## config.mk

```make
export PLATFORM = sky130hd
export DESIGN_NAME = lsu_ctrl
export DESIGN_NICKNAME = d
export VERILOG_FILES = /design/src/rtl/lsu_ctrl.sv
export SDC_FILE = /design/constraint.sdc
export NUM_CORES = 1
export LEC_CHECK = 0
export BUFFER_PORTS_ARGS = -buffer_cell sky130_fd_sc_hd__buf_2
export CORE_UTILIZATION = 30
export CTS_BUF_LIST = sky130_fd_sc_hd__clkbuf_4
export DETAILED_ROUTE_END_ITERATION = 6
export HOLD_SLACK_MARGIN = 0.03
export PLACE_DENSITY_LB_ADDON = 0.08
export SLEW_MARGIN = 20
export SYNTH_ARGS = -nofsm -noshare
export SYNTH_HDL_FRONTEND = slang
export SYNTH_SLANG_ARGS = --single-unit
```

## constraint.sdc

```tcl
create_clock -name clk_i -period 2.5 [get_ports clk_i]
set_clock_uncertainty 0.1 [all_clocks]
set_input_delay 0.5 -clock clk_i [delete_from_list [all_inputs] [get_ports clk_i]]
set_output_delay 0.5 -clock clk_i [all_outputs]
set_load 0.03 [all_outputs]
```

## src/rtl/lsu_ctrl.sv

```systemverilog
// lsu_ctrl: load/store unit bus controller.
// Decodes one memory op per start_i pulse, performs a single request/grant
// bus access and, for loads, waits for read data, then extracts and
// sign/zero-extends the result.
// Optional feature: define LSU_MISALIGN_CHK_EN to reject misaligned half/word
// accesses with err_o instead of silently aligning them.
module lsu_ctrl #(
  parameter int unsigned XLEN = 32
) (
  input  logic            clk_i,
  input  logic            rst_n_i,
  input  logic            start_i,
  input  logic            inst_lb_i,
  input  logic            inst_lh_i,
  input  logic            inst_lw_i,
  input  logic            inst_lbu_i,
  input  logic            inst_lhu_i,
  input  logic            inst_sb_i,
  input  logic            inst_sh_i,
  input  logic            inst_sw_i,
  input  logic [XLEN-1:0] addr_i,
  input  logic [XLEN-1:0] rs2_rd_data_i,
  output logic            mem_req_o,
  output logic            mem_we_o,
  output logic [XLEN-1:0] mem_addr_o,
  output logic [3:0]      mem_be_o,
  output logic [XLEN-1:0] mem_wr_data_o,
  input  logic            mem_gnt_i,
  input  logic            mem_rvalid_i,
  input  logic [XLEN-1:0] mem_rd_data_i,
  output logic            busy_o,
  output logic            done_o,
  output logic            err_o,
  output logic            rd_wr_en_o,
  output logic [XLEN-1:0] rd_wr_data_o
);

  typedef enum logic [1:0] {IDLE, REQ, WAIT, DONE} state_t;
  typedef enum logic [1:0] {SZ_BYTE, SZ_HALF, SZ_WORD} size_t;

  state_t          state_q, state_d;

  // decoded op for the current start_i
  logic            dec_valid;
  logic            dec_store;
  logic            dec_unsigned;
  size_t           dec_size;
  logic            dec_misalign;

  // latched op
  logic            op_store_q;
  logic            op_unsigned_q;
  size_t           op_size_q;
  logic [XLEN-1:0] addr_q;
  logic [XLEN-1:0] data_q;
  logic [XLEN-1:0] rd_data_q;
`ifdef LSU_MISALIGN_CHK_EN
  logic            err_q;
`endif

  logic [1:0]      offset;
  logic [XLEN-1:0] rd_shifted;
  logic [XLEN-1:0] load_result;
  logic            accept;

  // Priority decode of the op flags: lw > lh > lhu > lb > lbu > sw > sh > sb
  always_comb begin
    dec_valid    = 1'b1;
    dec_store    = 1'b0;
    dec_unsigned = 1'b0;
    dec_size     = SZ_WORD;
    if (inst_lw_i) begin
      dec_size = SZ_WORD;
    end else if (inst_lh_i) begin
      dec_size = SZ_HALF;
    end else if (inst_lhu_i) begin
      dec_size     = SZ_HALF;
      dec_unsigned = 1'b1;
    end else if (inst_lb_i) begin
      dec_size = SZ_BYTE;
    end else if (inst_lbu_i) begin
      dec_size     = SZ_BYTE;
      dec_unsigned = 1'b1;
    end else if (inst_sw_i) begin
      dec_size  = SZ_WORD;
      dec_store = 1'b1;
    end else if (inst_sh_i) begin
      dec_size  = SZ_HALF;
      dec_store = 1'b1;
    end else if (inst_sb_i) begin
      dec_size  = SZ_BYTE;
      dec_store = 1'b1;
    end else begin
      dec_valid = 1'b0;
    end
  end

  // Misalignment detection (only meaningful when the check is built in)
  always_comb begin
`ifdef LSU_MISALIGN_CHK_EN
    dec_misalign = ((dec_size == SZ_HALF) && addr_i[0]) ||
                   ((dec_size == SZ_WORD) && (addr_i[1:0] != 2'b00));
`else
    dec_misalign = 1'b0;
`endif
  end

  assign accept = (state_q == IDLE) && start_i && dec_valid;

  // Byte offset inside the word; half/word offsets are forced aligned
  always_comb begin
    case (op_size_q)
      SZ_BYTE: offset = addr_q[1:0];
      SZ_HALF: offset = {addr_q[1], 1'b0};
      default: offset = 2'b00;
    endcase
  end

  // Load extraction: shift the addressed lane down, then extend
  always_comb begin
    rd_shifted = mem_rd_data_i >> {offset, 3'b000};
    case (op_size_q)
      SZ_BYTE: load_result = op_unsigned_q ? {{(XLEN-8){1'b0}}, rd_shifted[7:0]}
                                           : {{(XLEN-8){rd_shifted[7]}}, rd_shifted[7:0]};
      SZ_HALF: load_result = op_unsigned_q ? {{(XLEN-16){1'b0}}, rd_shifted[15:0]}
                                           : {{(XLEN-16){rd_shifted[15]}}, rd_shifted[15:0]};
      default: load_result = rd_shifted;
    endcase
  end

  // State register
  always_ff @(posedge clk_i) begin
    if (!rst_n_i) begin
      state_q <= IDLE;
    end else begin
      state_q <= state_d;
    end
  end

  // Next-state logic
  always_comb begin
    state_d = state_q;
    case (state_q)
      IDLE: begin
        if (accept) begin
          state_d = dec_misalign ? DONE : REQ;
        end
      end
      REQ: begin
        if (mem_gnt_i) begin
          state_d = op_store_q ? DONE : WAIT;
        end
      end
      WAIT: begin
        if (mem_rvalid_i) begin
          state_d = DONE;
        end
      end
      DONE:    state_d = IDLE;
      default: state_d = IDLE;
    endcase
  end

  // Operand latch on accept, load result capture on read data in WAIT
  always_ff @(posedge clk_i) begin
    if (!rst_n_i) begin
      op_store_q    <= 1'b0;
      op_unsigned_q <= 1'b0;
      op_size_q     <= SZ_BYTE;
      addr_q        <= '0;
      data_q        <= '0;
      rd_data_q     <= '0;
`ifdef LSU_MISALIGN_CHK_EN
      err_q         <= 1'b0;
`endif
    end else begin
      if (accept) begin
        op_store_q    <= dec_store;
        op_unsigned_q <= dec_unsigned;
        op_size_q     <= dec_size;
        addr_q        <= addr_i;
        data_q        <= rs2_rd_data_i;
        rd_data_q     <= '0;
`ifdef LSU_MISALIGN_CHK_EN
        err_q         <= dec_misalign;
`endif
      end else if ((state_q == WAIT) && mem_rvalid_i) begin
        rd_data_q <= load_result;
      end
    end
  end

  // Outputs decoded from state; bus fields are only driven while requesting
  always_comb begin
    mem_req_o     = 1'b0;
    mem_we_o      = 1'b0;
    mem_addr_o    = '0;
    mem_be_o      = '0;
    mem_wr_data_o = '0;
    done_o        = 1'b0;
    err_o         = 1'b0;
    rd_wr_en_o    = 1'b0;
    rd_wr_data_o  = '0;
    busy_o        = (state_q != IDLE);
    case (state_q)
      REQ: begin
        mem_req_o  = 1'b1;
        mem_we_o   = op_store_q;
        mem_addr_o = {addr_q[XLEN-1:2], 2'b00};
        case (op_size_q)
          SZ_BYTE: begin
            mem_be_o      = 4'b0001 << offset;
            mem_wr_data_o = {(XLEN/8){data_q[7:0]}};
          end
          SZ_HALF: begin
            mem_be_o      = 4'b0011 << offset;
            mem_wr_data_o = {(XLEN/16){data_q[15:0]}};
          end
          default: begin
            mem_be_o      = 4'b1111;
            mem_wr_data_o = data_q;
          end
        endcase
      end
      DONE: begin
        done_o = 1'b1;
`ifdef LSU_MISALIGN_CHK_EN
        err_o      = err_q;
        rd_wr_en_o = !op_store_q && !err_q;
`else
        rd_wr_en_o = !op_store_q;
`endif
        if (rd_wr_en_o) begin
          rd_wr_data_o = rd_data_q;
        end
      end
      default: ;
    endcase
  end

endmodule

```

==> results.yml <==
drt:
  drtPass1Iterations: 4
  drc: 0
  avgRoutedWirePerCell_um: 16.5
  vias_per_cell: 4.96
  drt_iter0_drc: 199
  ant_nets: 0
  wl_mm: 18.4
  via_count: 5549
sta:
  fmax_mhz: 417
  finalHoldViolCount: 0
  setup_viol: 0
  slew_headroom_pct: 56.7
  post-route-min-period_ps: 2400
  worst_slew_pin_slew_ps: 641
  rsz0062_at_grt: "true"
  period_share_pct: 96.0
  slew_viol_final: 0
  finalSetupTns_ps: 0
clock_network:
  tritoncts: "built"
  htree_levels: 3
  cts_buffer_depth: 2
  root_buffer: "clkbuf_4"
  numCtsBuffers: 9
  clk-insertion-delay-late_ps: 470
  clkSinkCount: 102
  clkTransAtPathRegs_ps: 170
status:
  status: "complete, no violations"
global_route:
  grt_pass1_wl_mm: 27.5
  antenna_found_initial: 2
  grt_start_max_net_pins: 67
  grt_usage_pct: 19.3
  grt_overflow_total: 0
  grt_pass1_vias: 5327
final_layout:
  nNetsFinal: 1001
  layout-drive-gt1-share_pct: 31.6
  area_delta_synth_final_pct: 31.2
synthesis:
  synth_cell_type_count: 47
  synthCells: 693
  avgSynthCellArea_um2: 7.78
  async_flop_share_pct: 0
  seq_area_frac_synth_pct: 37.9
  synth_edf_count: 0
  synthFlopType: "dfxtp_1"
  ys.warnings.count: 0
  synth-seq-cells: 102
  syn-cell-area_um2: 5390
pwr:
  max-vdd-ir-drop_mv: 0.333
  p_leak_nw: 3.15
  combPwrFrac_pct: 47.1
  p_int_mw: 3.31
  power_frac_clock_pct: 17.5
  finalPower_mw: 5.85
  seqPwrFrac_pct: 35.5
  power_per_cell_area_nw_per_um2: 827
  power_switching_mw: 2.53
  p_sw_share_pct: 43.3
worst_setup_path:
  worstSetupStartpointType: "register"
  critical_path.endpoint_type: "primary output"
  cp_slowest_cell: "dfxtp_4"
  worstSetupPathType: "register to primary output"
  cp_cell_sequence: "ha_4 > nor2b_4 > buf_8 > and2_1 > buf_2"
  worst_path_largest_cell_delay_ps: 420
  rr_worst_depth: 7
  r2r_setup_slack_ps: 360
  rr_startpoint: "state_q[1]"
  worstPathArrival_ps: 1800
  timing.rr.end: "state_q[0]"
  critical_path.max_fanout: 16
  worstPathRequired_ps: 1900
placed_design:
  port_buffers: 211
  place_congestion: 0.839
  dp_hpwl_mm: 13.1
flow_run:
  drv_cap: 0
die:
  die-area_um2: 18500
  rows: 48
  top_level_ports: 215
  core_um2: 17400
  start_util_pct: 30.9
  die_w_um: 136
  die_h_um: 136
worst_hold_path:
  hold_start: "addr_i[7]"
  hold_end: "addr_q[7]"
  hold_class: "primary input to register"
  hold_depth: 3
==> synth_stat cells (2+ instances only) <==
master       n  area, um^2
a22o_1       5        43.8
nand2b_1     2        12.5
and2_1      80         500
a21boi_0     8        60.1
a211oi_1     9        67.6
o21ai_0     10        50.1
nand3b_1    16         120
nand2_1    168         631
or3b_2       2        17.5
mux2_2       3        33.8
nor2b_1     13        81.3
or4_1        2        15.0
nand4_1      2        12.5
o41a_1       2        22.5
ha_1         5        62.6
buf_2        8        40.0
dfxtp_1    102        2040
o2111ai_1   16         140
buf_6        2        22.5
o211a_1      2        20.0
mux2i_1     32         320
a221oi_1     5        43.8
a21oi_1     96         480
buf_1        2        7.51
nor3_1       4        20.0
clkbuf_1    39         146
o22a_1       7        61.3
nor3b_1      2        15.0
nor2_1      17        63.8
inv_1        6        22.5
buf_4       10        75.1
==> placed cells by master, fill, tap and decap left out, drive strengths merged, types with 13 or more instances in the layout <==
cell       n
buf      236
nor2      17
nor2b     13
mux2i     32
o2111ai   16
dfxtp    102
nand2    168
nand3b    16
clkbuf    15
a21oi     96
and2      80
==> flip-flops by register name, indices dropped and copies added, names as in the netlist <==
register	cells
state_q	2
op_size_q	2
data_q	32
op_store_q	1
op_unsigned_q	1
addr_q	32
rd_data_q	32
==> worst max-delay path: cells and delay by family (launching register included) <==
family | cells | cell delay, ps
adders and majority gates | 1 | 140
buffers and inverters | 2 | 380
DFF | 1 | 420
and+or+nand+nor | 2 | 390
==> power groups by stage <==
stage	clock network (mW)	logic (mW)	registers, mW
final	1.02	2.75	2.07
after global placement	0	2.57	2.08
after floorplan	0	1.86	2.01
after detailed placement	0	2.62	2.08
after global routing	1.12	3.01	2.11
after CTS	1.07	2.66	2.06
==> how the worst max path moves through the flow <==
| stage | from | end | cells after the start |
|---|---|---|---|
| 2_1_floorplan | state_q[1] | rd_wr_data_o[22] | 4 |
| 3_3_place_gp | inst_lh_i | op_unsigned_q | 6 |
| 3_5_place_dp | inst_lh_i | op_unsigned_q | 6 |
| 4_1_cts | state_q[1] | rd_wr_data_o[14] | 5 |
| 5_1_grt | state_q[1] | mem_be_o[2] | 6 |
| 6_report | state_q[1] | rd_wr_data_o[6] | 5 |
==> repair_timing <==
action / in CTS / in global routing
endpoints found under the setup margin: 96 / 60
endpoints found under the hold margin: 0 / 0
pin swaps: 0 / 1
gates cloned: 0 / 2
resized for setup: 4 / 74
hold buffers: 0 / 0
buffers inserted: 1 / 3
==> routing by layer <==
| layer | wire (um) | vias up | GRT usage [%] | share of wire (%) |
|---|---|---|---|---|
| met2 | 8800 | 216 | 33.1 | 48 |
| li1 | - | 2750 | - | - |
| met4 | 479 | 2 | 6.17 | 2.6 |
| met1 | 7550 | 2552 | 22.0 | 41 |
| met5 | 13 | - | 0 | 0.071 |
| met3 | 1580 | 29 | 7.08 | 8.6 |
==> cell type report <==
| cell class | count | area [um^2] |
|---|---|---|
| inverter | 7 | 26.3 |
| antenna | 2 | 5.00 |
| clock inverter | 7 | 103 |
| sequential | 102 | 2050 |
| tap | 225 | 282 |
| clock buffer | 9 | 67.6 |
| timing repair buffer | 242 | 1440 |
| multi-input combinational | 525 | 3100 |
| fill | 1875 | 10300 |
==> through the flow <==
step | cell area (um^2) | util (%) | setup WS (ps) | cells | hold slack (ps)
floorplan | 5400 | - | 67.5 | 695 | 332
global placement | 6670 | 38.3 | 162 | 1095 | 339
detailed placement | 6670 | 38.3 | 128 | 1095 | 344
CTS | 6870 | 39.4 | -5.87 | 1112 | 80.1
global route | 7070 | 40.6 | -18.7 | 1118 | 76.6
finish | 7070 | 40.6 | 99.7 | 1119 | 125
==> cells by family after synthesis <==
logic type | after synthesis | share of synthesized area (%)
other | 1 | 0.0696
adder cells (fa/ha/maj) | 5 | 1.16
buffers and inverters | 68 | 5.90
flip-flops | 102 | 37.9
AND/OR/NAND/NOR | 314 | 28.5
AO/OA/AOI/OAI | 168 | 19.9
multiplexers | 35 | 6.57
No activity file was read; power rests on OpenSTA's default activity.
